[src/rtl/player_buttons.sv]
// player_buttons: synchronise, debounce and arbitrate the left/right keys into clean movement levels
module player_buttons #(
  parameter int DEBOUNCE_MS = 20,
  parameter int ACTIVE_LOW  = 1
) (
  input  logic clk_1ms,
  input  logic reset,
  input  logic key_left,
  input  logic key_right,
  output logic button,
  output logic button1,
  output logic locked
);
  localparam logic [1:0] IDLE  = 2'd0;
  localparam logic [1:0] LEFT  = 2'd1;
  localparam logic [1:0] RIGHT = 2'd2;
  localparam logic [1:0] LOCK  = 2'd3;
  localparam logic [7:0] CNT_MAX = 8'(DEBOUNCE_MS - 1);
  localparam logic [1:0] RELEASED = (ACTIVE_LOW != 0) ? 2'b11 : 2'b00;
  logic [1:0]      sync1_q, sync1_d, sync2_q, sync2_d, press;
  logic [1:0]      db_q, db_d;
  logic [1:0][7:0] cnt_q, cnt_d;
  logic [1:0]      state_q, state_d;
  logic            button_q, button_d, button1_q, button1_d, locked_q, locked_d;
  always_comb begin
    sync1_d = {key_right, key_left};
    sync2_d = sync1_q;
    press   = (ACTIVE_LOW != 0) ? ~sync2_q : sync2_q;
    for (int k = 0; k < 2; k++) begin
      db_d[k]  = (press[k] != db_q[k] && cnt_q[k] == CNT_MAX) ? press[k] : db_q[k];
      cnt_d[k] = (press[k] == db_q[k] || cnt_q[k] == CNT_MAX) ? 8'd0 : cnt_q[k] + 8'd1;
    end
  end
  // LOCK only clears once both keys are released
  always_comb begin
    state_d = state_q;
    case (state_q)
      IDLE:    state_d = (db_q == 2'b01) ? LEFT : (db_q == 2'b10) ? RIGHT : (db_q == 2'b11) ? LOCK : IDLE;
      LEFT:    state_d = db_q[1] ? (db_q[0] ? LOCK : RIGHT) : (db_q[0] ? LEFT : IDLE);
      RIGHT:   state_d = db_q[0] ? (db_q[1] ? LOCK : LEFT) : (db_q[1] ? RIGHT : IDLE);
      default: state_d = (db_q == 2'b00) ? IDLE : LOCK;
    endcase
    button_d  = state_d == LEFT;
    button1_d = state_d == RIGHT;
    locked_d  = state_d == LOCK;
  end
  always_ff @(posedge clk_1ms) begin
    if (reset) begin
      sync1_q   <= RELEASED;
      sync2_q   <= RELEASED;
      db_q      <= '0;
      cnt_q     <= '0;
      state_q   <= IDLE;
      button_q  <= 1'b0;
      button1_q <= 1'b0;
      locked_q  <= 1'b0;
    end else begin
      sync1_q   <= sync1_d;
      sync2_q   <= sync2_d;
      db_q      <= db_d;
      cnt_q     <= cnt_d;
      state_q   <= state_d;
      button_q  <= button_d;
      button1_q <= button1_d;
      locked_q  <= locked_d;
    end
  end
  assign button  = button_q;
  assign button1 = button1_q;
  assign locked  = locked_q;
endmodule

[config.mk]
export PLATFORM = sky130hd
export DESIGN_NAME = player_buttons
export DESIGN_NICKNAME = d
export VERILOG_FILES = /design/src/rtl/player_buttons.sv
export SDC_FILE = /design/constraint.sdc
export NUM_CORES = 1
export LEC_CHECK = 0
export ABC_AREA = 1
export BUFFER_PORTS_ARGS = -buffer_cell sky130_fd_sc_hd__buf_2
export CORE_ASPECT_RATIO = 1.2
export CORE_UTILIZATION = 25
export DETAILED_ROUTE_END_ITERATION = 6
export GPL_ROUTABILITY_DRIVEN = 0
export GPL_TIMING_DRIVEN = 0
export PLACE_DENSITY_LB_ADDON = 0.12
export REMOVE_ABC_BUFFERS = 1
export SETUP_SLACK_MARGIN = 0.05
export SLEW_MARGIN = 40
export SYNTH_ARGS = -nofsm -noshare
export SYNTH_HDL_FRONTEND = slang
export SYNTH_SLANG_ARGS = --single-unit
[constraint.sdc]
create_clock -name clk_1ms -period 1.5 [get_ports clk_1ms]
set_input_delay 0.15 -clock clk_1ms [delete_from_list [all_inputs] [get_ports clk_1ms]]
set_output_delay 0.15 -clock clk_1ms [all_outputs]
set_load 0.1 [all_outputs]
Word-level counts from Yosys, hierarchy flattened. Index checks and enable logic that the tools add are counted.

Input bits: 4. Logic and storage cells: 46. Register bits after elaboration: 27. Output and inout port bits: 3.

Eq/ne operators: 14. Muxes and demuxes: 11. Bitwise operators: 1. Reduce and logical (&&, ||, !) cells: 8. $add $sub $neg: 2.

Operator list (number): 8-bit by 1-bit adder with 8-bit output, second input constant (2); 8-bit by 5-bit equality test with 1-bit output, second input constant (2); 2-bit 2-to-1 mux (8); 2-bit equality test, second input constant (5); 2-bit by 1-bit equality test with 1-bit output, second input constant (3); 2-bit case mux with 3 select lines (1); 2-bit zero test (2); 2-bit OR reduction (2); 1-bit equality test (2); 1-bit logical AND (2); 1-bit logical OR (2); 1-bit 2-to-1 mux (2); 1-bit != test (2); 2-bit NOT (1).

Depth between registers and ports, before layout.
Word-level depth: 6. Gate-level depth with buffers: 8.

Worst setup path after synthesis. Ideal clock, no wire load.

Path kind: register to register. Start: register cnt_q[8] in the netlist's numbering. End: register cnt_q[14] in the netlist's numbering. Cell stages (with the launch flop): 7. Period minus slack after synthesis: 1.127 ns. Data arrival time: 1.007 ns. Path buffers: 0. Setup slack: 0.373 ns. Cells stage by stage: dfxtp_1 > ha_1 > nand2_2 > nor2_1 > nand2_1 > nand2_4 > a21oi_2.

Word-level cells in the longest chain between the ends: 3. Elaborated cells on any way between the ends: 4. Those cells by class: add/sub: 1; eq/ne: 1; reduce/logical: 2.

RTL lines: from (decl) (RTL line 22) `logic [1:0][7:0] cnt_q, cnt_d;`; from (signal assigned) (RTL line 61) `cnt_q <= cnt_d;`; parallel branches: the longest is 3 deep, another holds 8-bit by 1-bit adder with 8-bit output.

Parallel ways; which one is timed is not known. A chain may end at the register's enable or synchronous reset.

Worst setup path after layout.
Start: register cnt_q[8] in the netlist's numbering. End: register cnt_q[11] in the netlist's numbering.

Same word-level chain as after synthesis.

==> reports/summary.txt <==
status = completed
number of global-route vias before repair = 984
largest area contributor in the synthesized netlist = sky130_fd_sc_hd__dfxtp_1
sink of the worst hold path = sync1_q[1]
met3 wire length = 58 um
data required time at the worst endpoint = 1670 ps
type of the worst setup path = reg2reg
maximum achievable frequency = 764.4 MHz
vias after detailed routing = 985
initial core utilization = 26.17%
largest cells by area after synthesis = sky130_fd_sc_hd__dfxtp_1, sky130_fd_sc_hd__nand2_1, sky130_fd_sc_hd__inv_1
compound-gate portion of the synthesized area = 6.776%
internal power contribution = 920.6 uW
detailed route wirelength on metal2 = 1037 um
main combinational cell family by area after synthesis = simple AND/OR/NAND/NOR gates
Async SR Flop Fraction = 0%
DP HPWL = 1688 um
Final Net Count = 195
share of synthesized area spent on multiplexers = 0%
sw frac = 21.34%
top layer reached by signal wires = met3
Core Box Area = 4940 um2
count of distinct cell types in the synthesized netlist = 18
clock tree skew after final layout = 8.248 ps
number of enable flip-flop cells after synthesis = 0
gate count after technology mapping = 178
Clock Sinks = 27
CTS Hold Buffers Added = 0
number of slew-limit violations in the final report = 0
launch point of the worst path = cnt_q[8]
unrepaired setup endpoints after global routing = false
Largest stage delay, worst path = 410 ps
fill cell total of the finished layout = 564
clock network fraction of design power = 35.3%
critical path cell sequence = ha_1 > nand2_2 > nor2_1 > nand2_1 > nand2_4 > a21oi_2
total routed wire length on the met1 layer = 1112 um
worst slack at placement = 200.4 ps
post-synthesis sequential element count = 27
ports placed on the boundary = 7
area of the die = 5463 um2
worst skew pair latency = 270 ps
Synth Cell Area = 1292 um2
syn avg cell area = 7.261 um2
logic depth of the worst register-to-register path = 6
Syn-to-layout area delta = 10.16%
share of cells above drive strength 1 = 20.97%
number of buffer cells added on primary ports = 6
leakage power figure = 0.5631 nW
first-pass GRT wire length = 4140 um
adder-cell share of the synthesized area = 3.872%
startpoint type of the worst setup path = register
vertical die dimension = 80.77 um
worst slew slack as a fraction of its limit = 68.00%
slack of the worst reg-to-reg path = 190 ps
Sw Pwr = 249.7 uW
destination of the worst register-to-register timing path = cnt_q[11]
count of cells along the worst hold path = 2
final-report setup violation count = 0
Worst VDD drop = 0.2784 mV
per-cell via count in the routed design = 4.004
setup ws final = 191.8 ps
CP max FO = 7
iteration-0 DRC count of the detailed router = 33
Hold Path Origin = key_right
number of setup buffers added after CTS = 0
clock tree from TritonCTS = built
clock slew at reported path FFs = 100 ps
CTS buffer count = 3
Row Count = 28
Final Hold Viols = 0
Chip Width = 67.64 um
Remaining DRCs = 0
combinational group share of total power = 2.6%
Yosys top cell area share = 41.82%
cell with the biggest individual delay on the critical path = sky130_fd_sc_hd__dfxtp_1
final total negative setup slack = 0 ps
Max Cap Violations = 0
Tmin final = 1308 ps
diode count = 0
drt first pass iters = 4
antenna viol nets, final = 0
total routed wirelength = 2208 um
routed length per placed instance = 8.976 um
Worst-Margin Slew = 483.3 ps
register area share after synthesis = 41.82%
CP arrival = 1480 ps
total global routing overflow = 0
GRT Resource Usage Total = 9.980%
worst min-delay path class = in2reg
clock root buffer = sky130_fd_sc_hd__clkbuf_8
XOR/XNOR Fraction of Synth Area = 2.033%
critical path capture point type = register
power share of the sequential group = 62.1%
maximum number of pins on one net before global-route repair = 16
FF-to-FF Start = cnt_q[8]
deepest clock path buffer count = 2
final critical-path share of the clock period = 87.21%
total power density per cell area = 821.9 nW/um2
Simple-Gate Fraction of Synth Area = 35.62%
predominant post-synthesis flop cell = sky130_fd_sc_hd__dfxtp_1
htree depth = 1
Warnings, synthesis = 0
antenna violations before repair = 0
==> kinds of logic (layout without fill, tap and decap cells) <==
logic type,after synthesis,count (layout)
buf+inv,30,38
flops,27,27
fa+ha+maj,4,4
simple gates,101,101
xor+xnor,3,3
compound gates,13,13
==> per-stage QoR <==
stage / cells / area (um2) / total power, mW / hold WS [ps] / utilization, %
after detailed placement: 242 / 1375 / 0.7753 / 337.5 / 27.84
after global routing: 246 / 1424 / 1.228 / 42.21 / 28.82
after global placement: 242 / 1375 / 0.7746 / 331.8 / 27.84
final: 246 / 1424 / 1.170 / 50.70 / 28.82
after floorplan: 176 / 1270 / 0.7624 / 222.4 / -
after CTS: 246 / 1421 / 1.201 / 43.28 / 28.77
==> power by group through the flow <==
stage	clock [mW]	sequential, mW	combinational (mW)
after CTS	0.442	0.727	0.0318
final	0.413	0.727	0.0309
after global routing	0.465	0.728	0.0356
after global placement	0	0.744	0.0311
after detailed placement	0	0.744	0.0317
after floorplan	0	0.743	0.0197
==> placed cells by master (no fill, tap or decap), drive strengths merged <==
cell type | netlist | layout
nand3 | 13 | 13
clkinv | 0 | 1
nor3 | 2 | 2
buf | 2 | 6
nand2 | 47 | 47
inv | 28 | 28
dfxtp | 27 | 27
xnor2 | 1 | 1
xor2 | 2 | 2
o21ai | 7 | 7
ha | 4 | 4
a21oi | 6 | 6
nor2 | 34 | 34
or2 | 5 | 5
clkbuf | 0 | 3
==> registers in the layout, indices dropped and copies added (netlist names) <==
register / cells
sync2_q: 2
button1: 1
state_q: 2
locked: 1
button: 1
cnt_q: 16
sync1_q: 2
db_q: 2
==> worst max path at each step <==
stage	endpoint	slack (ps)	cells after the start
after floorplan	cnt_q[14]	370	6
final	cnt_q[11]	190	6
after CTS	cnt_q[14]	170	6
after global routing	cnt_q[10]	70	6
after detailed placement	cnt_q[14]	200	6
after global placement	cnt_q[14]	230	6
==> routing by layer <==
metal	vias to the layer above	GRT usage [%]
met4	0	2.128
met1	425	11.80
met2	6	17.03
met5	-	0
met3	0	3.511
li1	554	-
==> cell usage after synthesis (4+ instances only) <==
cell type	count
sky130_fd_sc_hd__nand3_1	13
sky130_fd_sc_hd__o21ai_0	7
sky130_fd_sc_hd__or2_2	5
sky130_fd_sc_hd__ha_1	4
sky130_fd_sc_hd__nor2_1	25
sky130_fd_sc_hd__dfxtp_1	27
sky130_fd_sc_hd__inv_1	27
sky130_fd_sc_hd__nor2_2	8
sky130_fd_sc_hd__nand2_2	6
sky130_fd_sc_hd__a21oi_2	6
sky130_fd_sc_hd__nand2_1	40
==> cell type report <==
cell class | instances | area, um2 | area share [%]
Tap cell | 60 | 75.07 | 5.272
Clock buffer | 3 | 41.29 | 2.900
Clock inverter | 1 | 5.005 | 0.3515
Sequential cell | 27 | 540.5 | 37.96
Timing Repair Buffer | 6 | 30.03 | 2.109
Inverter | 28 | 105.1 | 7.381
Multi-Input combinational cell | 121 | 626.9 | 44.02
==> critical path, delay by kind of cell (launching register included) <==
family          cells  cell delay (ps)
simple gates        4              510
flops               1              410
fa+ha+maj           1              250
compound gates      1               40
==> timing repair <==
item | in CTS | in global routing
resized for setup | 0 | 1
hold endpoints to repair | 0 | 0
endpoints found under the setup margin | 0 | 2
Power figures use the tool's default switching activity.
